[config.mk]
export PLATFORM = sky130hd
export DESIGN_NAME = fpga_mode_sel
export DESIGN_NICKNAME = d
export VERILOG_FILES = /design/src/rtl/fpga_mode_sel.sv
export SDC_FILE = /design/constraint.sdc
export NUM_CORES = 1
export LEC_CHECK = 0
export BUFFER_PORTS_ARGS = -buffer_cell sky130_fd_sc_hd__buf_4
export CORE_UTILIZATION = 64
export CTS_BUF_LIST = sky130_fd_sc_hd__clkbuf_2
export DETAILED_ROUTE_END_ITERATION = 16
export PLACE_DENSITY = 0.79
export SLEW_MARGIN = 20
export SYNTH_ARGS = -nofsm -noshare
export SYNTH_HDL_FRONTEND = slang
export SYNTH_SLANG_ARGS = --single-unit
[constraint.sdc]
create_clock -name ck_1356meg -period 3.05 [get_ports ck_1356meg]
set_input_delay 0.305 -clock ck_1356meg [delete_from_list [all_inputs] [get_ports ck_1356meg]]
set_output_delay 0.305 -clock ck_1356meg [all_outputs]
set_load 0.01 [all_outputs]
[src/rtl/fpga_mode_sel.sv]
// HF/LF design select for the output muxes. The switch pin is synchronised and debounced.
// A select swap happens only while the coil drivers are held quiet on both sides of it.
module fpga_mode_sel #(
    parameter int SYNC_STAGES     = 2,
    parameter int DEBOUNCE_CYCLES = 1024,
    parameter int GUARD_CYCLES    = 64,
    parameter int CNT_W           = 16
) (
    input  logic ck_1356meg,
    input  logic nreset,
    input  logic fpga_switch_raw,
    output logic sel_hf,
    output logic drv_quiet,
    output logic busy,
    output logic mode_changed
);

    localparam logic [CNT_W-1:0] DEB_LAST   = CNT_W'(DEBOUNCE_CYCLES - 1);
    localparam logic [CNT_W-1:0] GUARD_LAST = CNT_W'(GUARD_CYCLES - 1);
    localparam logic [CNT_W-1:0] CNT_ONE    = CNT_W'(1);

    typedef enum logic [2:0] {
        ST_STARTUP,
        ST_IDLE,
        ST_DEBOUNCE,
        ST_QUIESCE,
        ST_SWAP,
        ST_SETTLE
    } state_e;

    logic [SYNC_STAGES-1:0] sync_q;
    logic                   sw_s;
    logic                   sw_prev_q;

    state_e           state_q, state_d;
    logic [CNT_W-1:0] cnt_q, cnt_d;
    logic             sel_q, sel_d;
    logic             quiet_q, quiet_d;
    logic             busy_q, busy_d;
    logic             mc_q, mc_d;
    logic             swapped_q, swapped_d;

    assign sw_s = sync_q[SYNC_STAGES-1];

    always_ff @(posedge ck_1356meg) begin
        if (!nreset) begin
            sync_q    <= '0;
            sw_prev_q <= 1'b0;
        end else begin
            sync_q    <= {sync_q[SYNC_STAGES-2:0], fpga_switch_raw};
            sw_prev_q <= sw_s;
        end
    end

    // Outputs are registered from the next state, so each changes on the edge that enters its state.
    always_comb begin
        state_d   = state_q;
        cnt_d     = cnt_q;
        sel_d     = sel_q;
        swapped_d = swapped_q;
        mc_d      = 1'b0;
        case (state_q)
            ST_STARTUP: begin
                if (sw_s != sw_prev_q) begin
                    cnt_d = '0;
                end else if (cnt_q == DEB_LAST) begin
                    state_d   = ST_SETTLE;
                    sel_d     = sw_s;
                    swapped_d = 1'b0;
                end else begin
                    cnt_d = cnt_q + CNT_ONE;
                end
            end
            ST_IDLE: begin
                if (sw_s != sel_q) state_d = ST_DEBOUNCE;
            end
            ST_DEBOUNCE: begin
                if (sw_s == sel_q)          state_d = ST_IDLE;
                else if (cnt_q == DEB_LAST) state_d = ST_QUIESCE;
                else                        cnt_d   = cnt_q + CNT_ONE;
            end
            ST_QUIESCE: begin
                if (cnt_q == GUARD_LAST) begin
                    state_d   = ST_SWAP;
                    sel_d     = ~sel_q;
                    swapped_d = 1'b1;
                end else begin
                    cnt_d = cnt_q + CNT_ONE;
                end
            end
            ST_SWAP: begin
                state_d = ST_SETTLE;
            end
            ST_SETTLE: begin
                if (cnt_q == GUARD_LAST) begin
                    state_d   = ST_IDLE;
                    mc_d      = swapped_q;
                    swapped_d = 1'b0;
                end else begin
                    cnt_d = cnt_q + CNT_ONE;
                end
            end
            default: begin
                state_d = ST_STARTUP;
            end
        endcase
        if (state_d != state_q) cnt_d = '0;
        quiet_d = (state_d != ST_IDLE) && (state_d != ST_DEBOUNCE);
        busy_d  = (state_d != ST_IDLE);
    end

    always_ff @(posedge ck_1356meg) begin
        if (!nreset) begin
            state_q   <= ST_STARTUP;
            cnt_q     <= '0;
            sel_q     <= 1'b0;
            quiet_q   <= 1'b1;
            busy_q    <= 1'b1;
            mc_q      <= 1'b0;
            swapped_q <= 1'b0;
        end else begin
            state_q   <= state_d;
            cnt_q     <= cnt_d;
            sel_q     <= sel_d;
            quiet_q   <= quiet_d;
            busy_q    <= busy_d;
            mc_q      <= mc_d;
            swapped_q <= swapped_d;
        end
    end

    assign sel_hf       = sel_q;
    assign drv_quiet    = quiet_q;
    assign busy         = busy_q;
    assign mode_changed = mc_q;

endmodule

# ---- Word-level counts from Yosys, hierarchy flattened
# Index checks and enable logic that the tools add are counted.
dict set report classes {
  reduce_logical 11
  eq_ne 19
  n_addsub 1
  muxes 22
  n_bitwise 2
}
# operator count
set ops {}
lappend ops {{$mux 16} 4}
lappend ops {{$pmux 16 s3} 1}
lappend ops {{$mux 3} 7}
lappend ops {{$pmux 3 s6} 1}
lappend ops {{$add 16x1->16 const B} 1}
lappend ops {{$eq 16x10->1 const B} 1}
lappend ops {{$eq 16x6->1 const B} 1}
lappend ops {{$ne 2x2->1 const B} 6}
lappend ops {{$mux 1} 7}
lappend ops {{$eq 3x2->1 const B} 2}
lappend ops {{$eq 3x3->1 const B} 2}
lappend ops {{$reduce_and 3->1} 2}
lappend ops {{$reduce_bool 3->1} 2}
lappend ops {{$reduce_and 5->1} 1}
lappend ops {{$reduce_and 4->1} 1}
lappend ops {{$reduce_or 2->1} 2}
lappend ops {{$eq 3x1->1 const B} 1}
lappend ops {{$logic_not 3->1} 1}
lappend ops {{$ne 3x1->1 const B} 1}
lappend ops {{$ne 3x2->1 const B} 1}
lappend ops {{$ne 3x3->1} 1}
lappend ops {{$pmux 1 s3} 1}
lappend ops {{$ne 1x1->1} 2}
lappend ops {{$not 1->1} 2}
lappend ops {{4 further kinds} 4}
dict set report word_totals {
  in_bits 3
  reg_bits 27
  word_cells 64
}

# ---- Depth between registers and ports, before layout
# Gate-level depths: netlist of the first run.
dict set report logic_depth {
  depth_word 6
  depth_mapped 8
}

# ---- Worst setup path after synthesis of the first run
# Ideal clock, no wire load.
dict set report synth_path {
  path_type {reg2reg}
  start {reg cnt_q[0]}
  end {reg cnt_q[5]}
  stages_incl_launch_ff 9
  t_required_ns 2.932
  setup_slack_ns 0.796
  arrival_ns 2.136
  cell_sequence {dfxtp_1 > ha_1 > nand3_2 > or3_1 > buf_2 > or4_1 > o211ai_4 > buf_6 > nor3_1}
}
dict set report synth_between {
  elab_chain_cells 6
  elab_cells_between_ends 19
  classes_between {add/sub (1); eq/ne (4); mux (12); reduce/logical (2)}
}
# element line
set synth_rtl {}
lappend synth_rtl {{start: declaration} 36} ;# logic [CNT_W-1:0] cnt_q, cnt_d;
lappend synth_rtl {{start signal: assignment} 123} ;# cnt_q <= cnt_d;
lappend synth_rtl {{parallel branches: the longest is 6 deep, another holds $add 16x1->16} n/a}
# Parallel ways; which one is timed is not known. The select of a mux whose other input is x is not followed.
# A chain may end at the register's enable or synchronous reset.

# ---- Worst setup path after layout of the first run
dict set report layout_path {
  start {reg state_q[1]}
  end {reg cnt_q[8]}
}
dict set report layout_between {
  elab_chain_cells 5
  elab_cells_between_ends 22
  classes_between {eq/ne (8); mux (9); reduce/logical (5)}
}
# element line
set layout_rtl {}
lappend layout_rtl {{start: declaration} 35} ;# state_e state_q, state_d;
lappend layout_rtl {{start signal: assignment} 122} ;# state_q <= state_d;
lappend layout_rtl {{$mux 3 (on tied branches)} {79, 66}}
lappend layout_rtl {{$mux 3 (on tied branches)} {78, 64}}
lappend layout_rtl {{$pmux 3 s6} 62} ;# case (state_q)
lappend layout_rtl {{$ne 3x3->1} 107} ;# if (state_d != state_q) cnt_d = '0;
lappend layout_rtl {{$reduce_or 2->1 (no line)} n/a}
# Parallel ways exist; a longest one is shown, timed or not.

==> impl_metrics.json, run 1 <==
{
  "outcome": "complete, no violations",
  "numCtsBuffers": 3,
  "cts_max_path_buffers": 2,
  "drive_gt1_share_pct": 16.7,
  "ys_seq_area_share_pct": 30.9,
  "totalWireLength_mm": 3.99,
  "power_density_mw_per_mm2": 305,
  "hpwl_mm": 2.87,
  "fp.dieH_microns": 54.3,
  "placement_rows": 18,
  "cp.arrival_ns": 2.82,
  "whs_ns": 0.131,
  "drtPass1Iterations": 4,
  "hold_violations": 0,
  "synth_flop_cell": "dfxtp_1",
  "worst_pin_slew_ns": 0.542,
  "post-cts-setup-buffer-count": 0,
  "clk_latency_ns": 0.36,
  "portBuffers": 6,
  "setup_tns_ns": 0,
  "avgSynthCellArea_sq_um": 8.46,
  "yosys-top-cells-count": "dfxtp_1 (27), nand2_1 (19), a21oi_1 (16), o21ai_0 (12), nor2_1 (11)",
  "htreeDepth": 1,
  "grt_overflow_total": 0,
  "vias": 1597,
  "wire_per_inst_microns": 16.7,
  "synth_seq_cells": 27,
  "yosysMostFrequentCell": "dfxtp_1",
  "synth_top_cell_area_share_pct": 30.9,
  "viasPerCell": 6.68,
  "cts_resized": 0,
  "grt_pass1_wl_mm": 6.45,
  "period_share_pct": 82.6,
  "ios": 7,
  "syn_area_sq_mm": 0.00175,
  "critPathRequiredTime_ns": 3.35,
  "syn_nets": 211,
  "slew_headroom_pct": 63.5,
  "synth_area_leaders": "dfxtp_1 (31%), a21oi_1 (4.6%), nand2_1 (4.1%), o21ai_0 (3.4%), o31ai_1 (3.4%)",
  "gp_congestion": 0.871,
  "rsz0062_at_grt": "no",
  "syn_to_final_growth_pct": 3.07,
  "detail-route-antenna-nets": 0,
  "path_max_fanout": 25,
  "drv_cap": 0,
  "diodes": 0,
  "regArea_sq_um": 541,
  "grt_pass1_vias": 1389,
  "clock_skew_ns": 0.00283,
  "yosys.area.top_type": "dfxtp_1",
  "die_w_microns": 54.3,
  "yosys.cell_types.count": 57,
  "synthCells": 207,
  "die-area_sq_mm": 0.00295,
  "end_kind": "register",
  "place_inst": 235,
  "grt_max_degree": 26,
  "nFillCells": 218,
  "initial_utilization_pct": 69.4,
  "multiInputGateArea_sq_mm": 0.00112,
  "cts_sinks": 27,
  "synth_edf_count": 0,
  "fin_crit_ns": 2.52,
  "nNetsFinal": 214,
  "route.detailed.drc": 0,
  "drt_iter0_drc": 52,
  "worstSetupPathType": "reg2reg",
  "tritoncts": "done",
  "finalMaxSlewViolations": 0,
  "core_area_sq_mm": 0.00252,
  "leakage_nw": 0.632,
  "clk_pin_slew_ns": 0.25,
  "grt_antenna_before_repair": 0,
  "async_reset_ff_share_pct": 0,
  "setup_viol": 0,
  "hold_class": "in2reg",
  "cts_root_buf": "clkbuf_2",
  "grt_use_total_pct": 29.9,
  "ir_drop_uv": 293,
  "yosysWarnings": 0,
  "critPathLaunchType": "register",
  "cts_hold_buffers": 0,
  "stdcell_count": 239,
  "fmax_mhz": 397
}
==> power breakdown <==
part           internal [mW]  switching (mW)  total, mW
registers              0.359         0.00513      0.364
clock network         0.0346           0.108      0.142
logic                 0.0173          0.0268     0.0442
total                  0.411           0.140      0.551
==> registers in the layout, summed over array words and instances, names as in the netlist <==
signal / flops
busy: 1
cnt_q: 16
drv_quiet: 1
mode_changed: 1
sel_hf: 1
state_q: 3
sw_prev_q: 1
swapped_q: 1
sync_q: 2
==> final cells by class <==
cell class / count / area share, %
Multi-Input combinational cell: 163 / 61.9
Inverter: 6 / 1.25
Clock buffer: 4 / 1.11
Timing Repair Buffer: 9 / 3.74
Sequential cell: 27 / 29.9
Tap cell: 30 / 2.08
==> through the flow <==
stage,power [mW],cell area (sq um),utilization [%],setup WS [ns]
6_report,0.551,1810,71.6,0.530
3_5_place_dp,0.415,1790,70.8,0.600
5_1_grt,0.567,1810,71.6,0.429
4_1_cts,0.554,1810,71.6,0.562
2_1_floorplan,0.404,1750,-,0.796
3_3_place_gp,0.412,1790,70.8,0.669
==> placed cells by master (no fill, tap or decap), types with 2 or more instances in the layout <==
cell type,netlist,final
nand4_1,4,4
buf_4,0,9
nor2b_1,4,4
a211oi_1,4,4
dfxtp_1,27,27
xor2_1,2,2
o21ai_0,12,12
a211oi_2,2,2
o31ai_1,8,8
nor4_1,6,6
or4_1,8,8
nand3_1,2,2
clkbuf_2,0,4
xnor2_1,4,4
or4_4,2,2
or4_2,3,3
o211ai_1,2,2
nor2_1,11,11
and2_1,4,4
nor3_1,8,8
nand3b_1,2,2
and3_1,4,4
nand2_1,19,19
or3_1,5,5
inv_1,6,6
a21oi_1,16,16
a31oi_1,3,3
==> critical path, stage by stage, from the launching register on <==
cell and delay (ns):
dfxtp_1 0.69, xor2_1 0.19, and2_1 0.23, a211o_4 0.44
or4_2 0.66, a211oi_2 0.25
==> kinds of logic (layout without fill, tap and decap cells) <==
kind of cell / Yosys count / in the layout / synth area share [%]
AND/OR/NAND/NOR: 96 / 96 / 35.1
AO/OA/AOI/OAI: 58 / 58 / 23.8
flip-flops: 27 / 27 / 30.9
buffers and inverters: 17 / 19 / 5.36
XOR/XNOR: 6 / 6 / 3.00
multiplexers: 2 / 2 / 1.21
adder cells (fa/ha/maj): 1 / 1 / 0.714
==> final timing paths <==
| path | startpoint | endpoint | slack, ns | depth (start not counted) |
|---|---|---|---|---|
| setup / recovery | state_q[1] | cnt_q[8] | 0.53 | 5 |
| hold / removal | fpga_switch_raw | sync_q[0] | 0.13 | 2 |
| setup reg to reg | state_q[1] | cnt_q[8] | 0.53 | 5 |
| hold reg to reg | swapped_q | mode_changed | 0.46 | 2 |
==> layer usage <==
metal	global-route usage (%)	part of all wire [%]
met2	47.8	46
met4	11.1	1.9
met1	41.1	47
met5	0	0
met3	3.06	4.9
Note: power is estimated with default switching activity, not from simulation.
==> inputs of run 2 (changes only) <==
Settings changed: CORE_UTILIZATION 64 to 57, PLACE_DENSITY 0.79 to 0.74.
Clock period 3.05 ns to 2.2 ns, I/O delays scaled along.
==> impl_metrics.json, run 2 (synthesized netlist as in run 1, its figures left out) <==
{
  "outcome": "finished, violations left",
  "failed_checks": "DRC",
  "drv_cap": 0,
  "largestRegisters": "cnt_q x16, state_q x3, sync_q x2",
  "wl_met1_mm": 2.10,
  "postLayoutCoreUtil_pct": 75.8,
  "ios": 7,
  "hold_violations": 0,
  "path_max_fanout": 4,
  "total_power_uw": 792,
  "leakage_nw": 0.823,
  "critPathRequiredTime_ns": 2.55,
  "tritoncts": "done",
  "grt_antenna_before_repair": 0,
  "place_inst": 261,
  "rsz0062_at_grt": "yes",
  "pre_cts_ws_ns": -0.0126,
  "grt_pass1_wl_mm": 7.26,
  "grt_max_degree": 21,
  "grt_overflow_total": 0,
  "wire_per_inst_microns": 17.9,
  "ir_drop_uv": 272,
  "placement_rows": 19,
  "hold_class": "in2reg",
  "diodes": 0,
  "fin_area_sq_mm": 0.00214,
  "power.share.switching_pct": 26.5,
  "period_share_pct": 97.7,
  "drt_iter0_drc": 176,
  "cts_max_path_buffers": 2,
  "route.detailed.drc": 1,
  "initial_utilization_pct": 61.9,
  "p_int_uw": 582,
  "clkPwrFrac_pct": 26.0,
  "dr_wl_met3_microns": 421,
  "placed_area_sq_mm": 0.00202,
  "setup_viol": 0,
  "power_density_mw_per_mm2": 369,
  "top_register": "cnt_q",
  "worst_pin_slew_ns": 0.685,
  "p_seq_share_pct": 64.0,
  "clk_latency_ns": 0.38,
  "critPathLaunchType": "register",
  "totalWireLength_mm": 4.84,
  "clock_skew_ns": 0.00952,
  "die-area_sq_mm": 0.00330,
  "fmax_mhz": 465,
  "hpwl_mm": 3.22,
  "slew_headroom_pct": 54.0,
  "worstSetupPathType": "reg2reg",
  "power.switching_uw": 210,
  "end_kind": "register",
  "finalMaxSlewViolations": 0,
  "grt_pass1_vias": 1584,
  "core_area_sq_mm": 0.00283,
  "numCtsBuffers": 3,
  "syn_to_final_growth_pct": 22.4,
  "grt_use_total_pct": 28.3,
  "clk_pin_slew_ns": 0.27,
  "dr_wl_met2_mm": 2.20,
  "fp.dieH_microns": 57.4,
  "portBuffers": 6,
  "setup_tns_ns": 0,
  "whs_ns": 0.0256,
  "maxUsedRoutingLayer": "met4",
  "cp.arrival_ns": 2.50,
  "viasPerCell": 6.74,
  "layout_commonest_cell": "buf_4",
  "cts_sinks": 27,
  "fin_crit_ns": 2.15,
  "cts_root_buf": "clkbuf_2",
  "largest_reg_flops": 16,
  "drive_gt1_share_pct": 31.8,
  "drtPass1Iterations": 11,
  "nNetsFinal": 244,
  "die_w_microns": 57.4,
  "vias": 1819,
  "htreeDepth": 1,
  "gp_congestion": 0.899,
  "final_cell_mix": "buf_4 (34), dfxtp_1 (22), nand2_1 (19), a21oi_1 (16)",
  "comb_power_share_pct": 10.0,
  "stdcell_count": 270,
  "detail-route-antenna-nets": 0,
  "cts_hold_buffers": 0,
  "worst_slack_ns": 0.0513
}
-- run 2: final cells by class --
class / instances / area (sq um)
tap: 31 / 38.8
inverter: 6 / 22.5
sequential: 27 / 549
fill: 212 / 684
multi-input combinational: 165 / 1200
timing repair buffer: 37 / 315
clock buffer: 4 / 20.0
-- run 2: timing repair --
item,4_1_cts,5_1_grt
endpoints found under the setup margin,10,20
cloned,0,2
hold endpoints to repair,0,0
resized for setup,1,14
buffers inserted,1,2
pin swaps,1,7
-- run 2: worst max-delay path, cell delays in order (launching register included) --
cell and delay, ns:
dfxtp_1 0.37, or4_4 0.54, or4_1 0.53, nor2_1 0.26, a31oi_1 0.12, and4bb_2 0.28
-- run 2: power by group through the flow --
stage	clock network [mW]	logic (mW)	registers, mW
after floorplan	0	0.0505	0.513
final	0.206	0.0790	0.507
after global routing	0.217	0.0853	0.508
after CTS	0.197	0.0762	0.506
after global placement	0	0.0693	0.514
after detailed placement	0	0.0713	0.515
-- run 2: worst paths after layout --
kind	from	endpoint	slack (ns)	cells past startpoint
min	fpga_switch_raw	sync_q[0]	0.03	2
max	cnt_q[9]	swapped_q	0.05	5
max reg2reg	cnt_q[9]	swapped_q	0.05	5
min reg2reg	swapped_q	mode_changed	0.45	2
-- run 2: layer usage --
layer  up-vias  global-route usage [%]
met5         -                       0
met4         0                    11.5
met3        17                    4.54
met2        97                    42.9
met1       842                    39.9
li1        863                       -
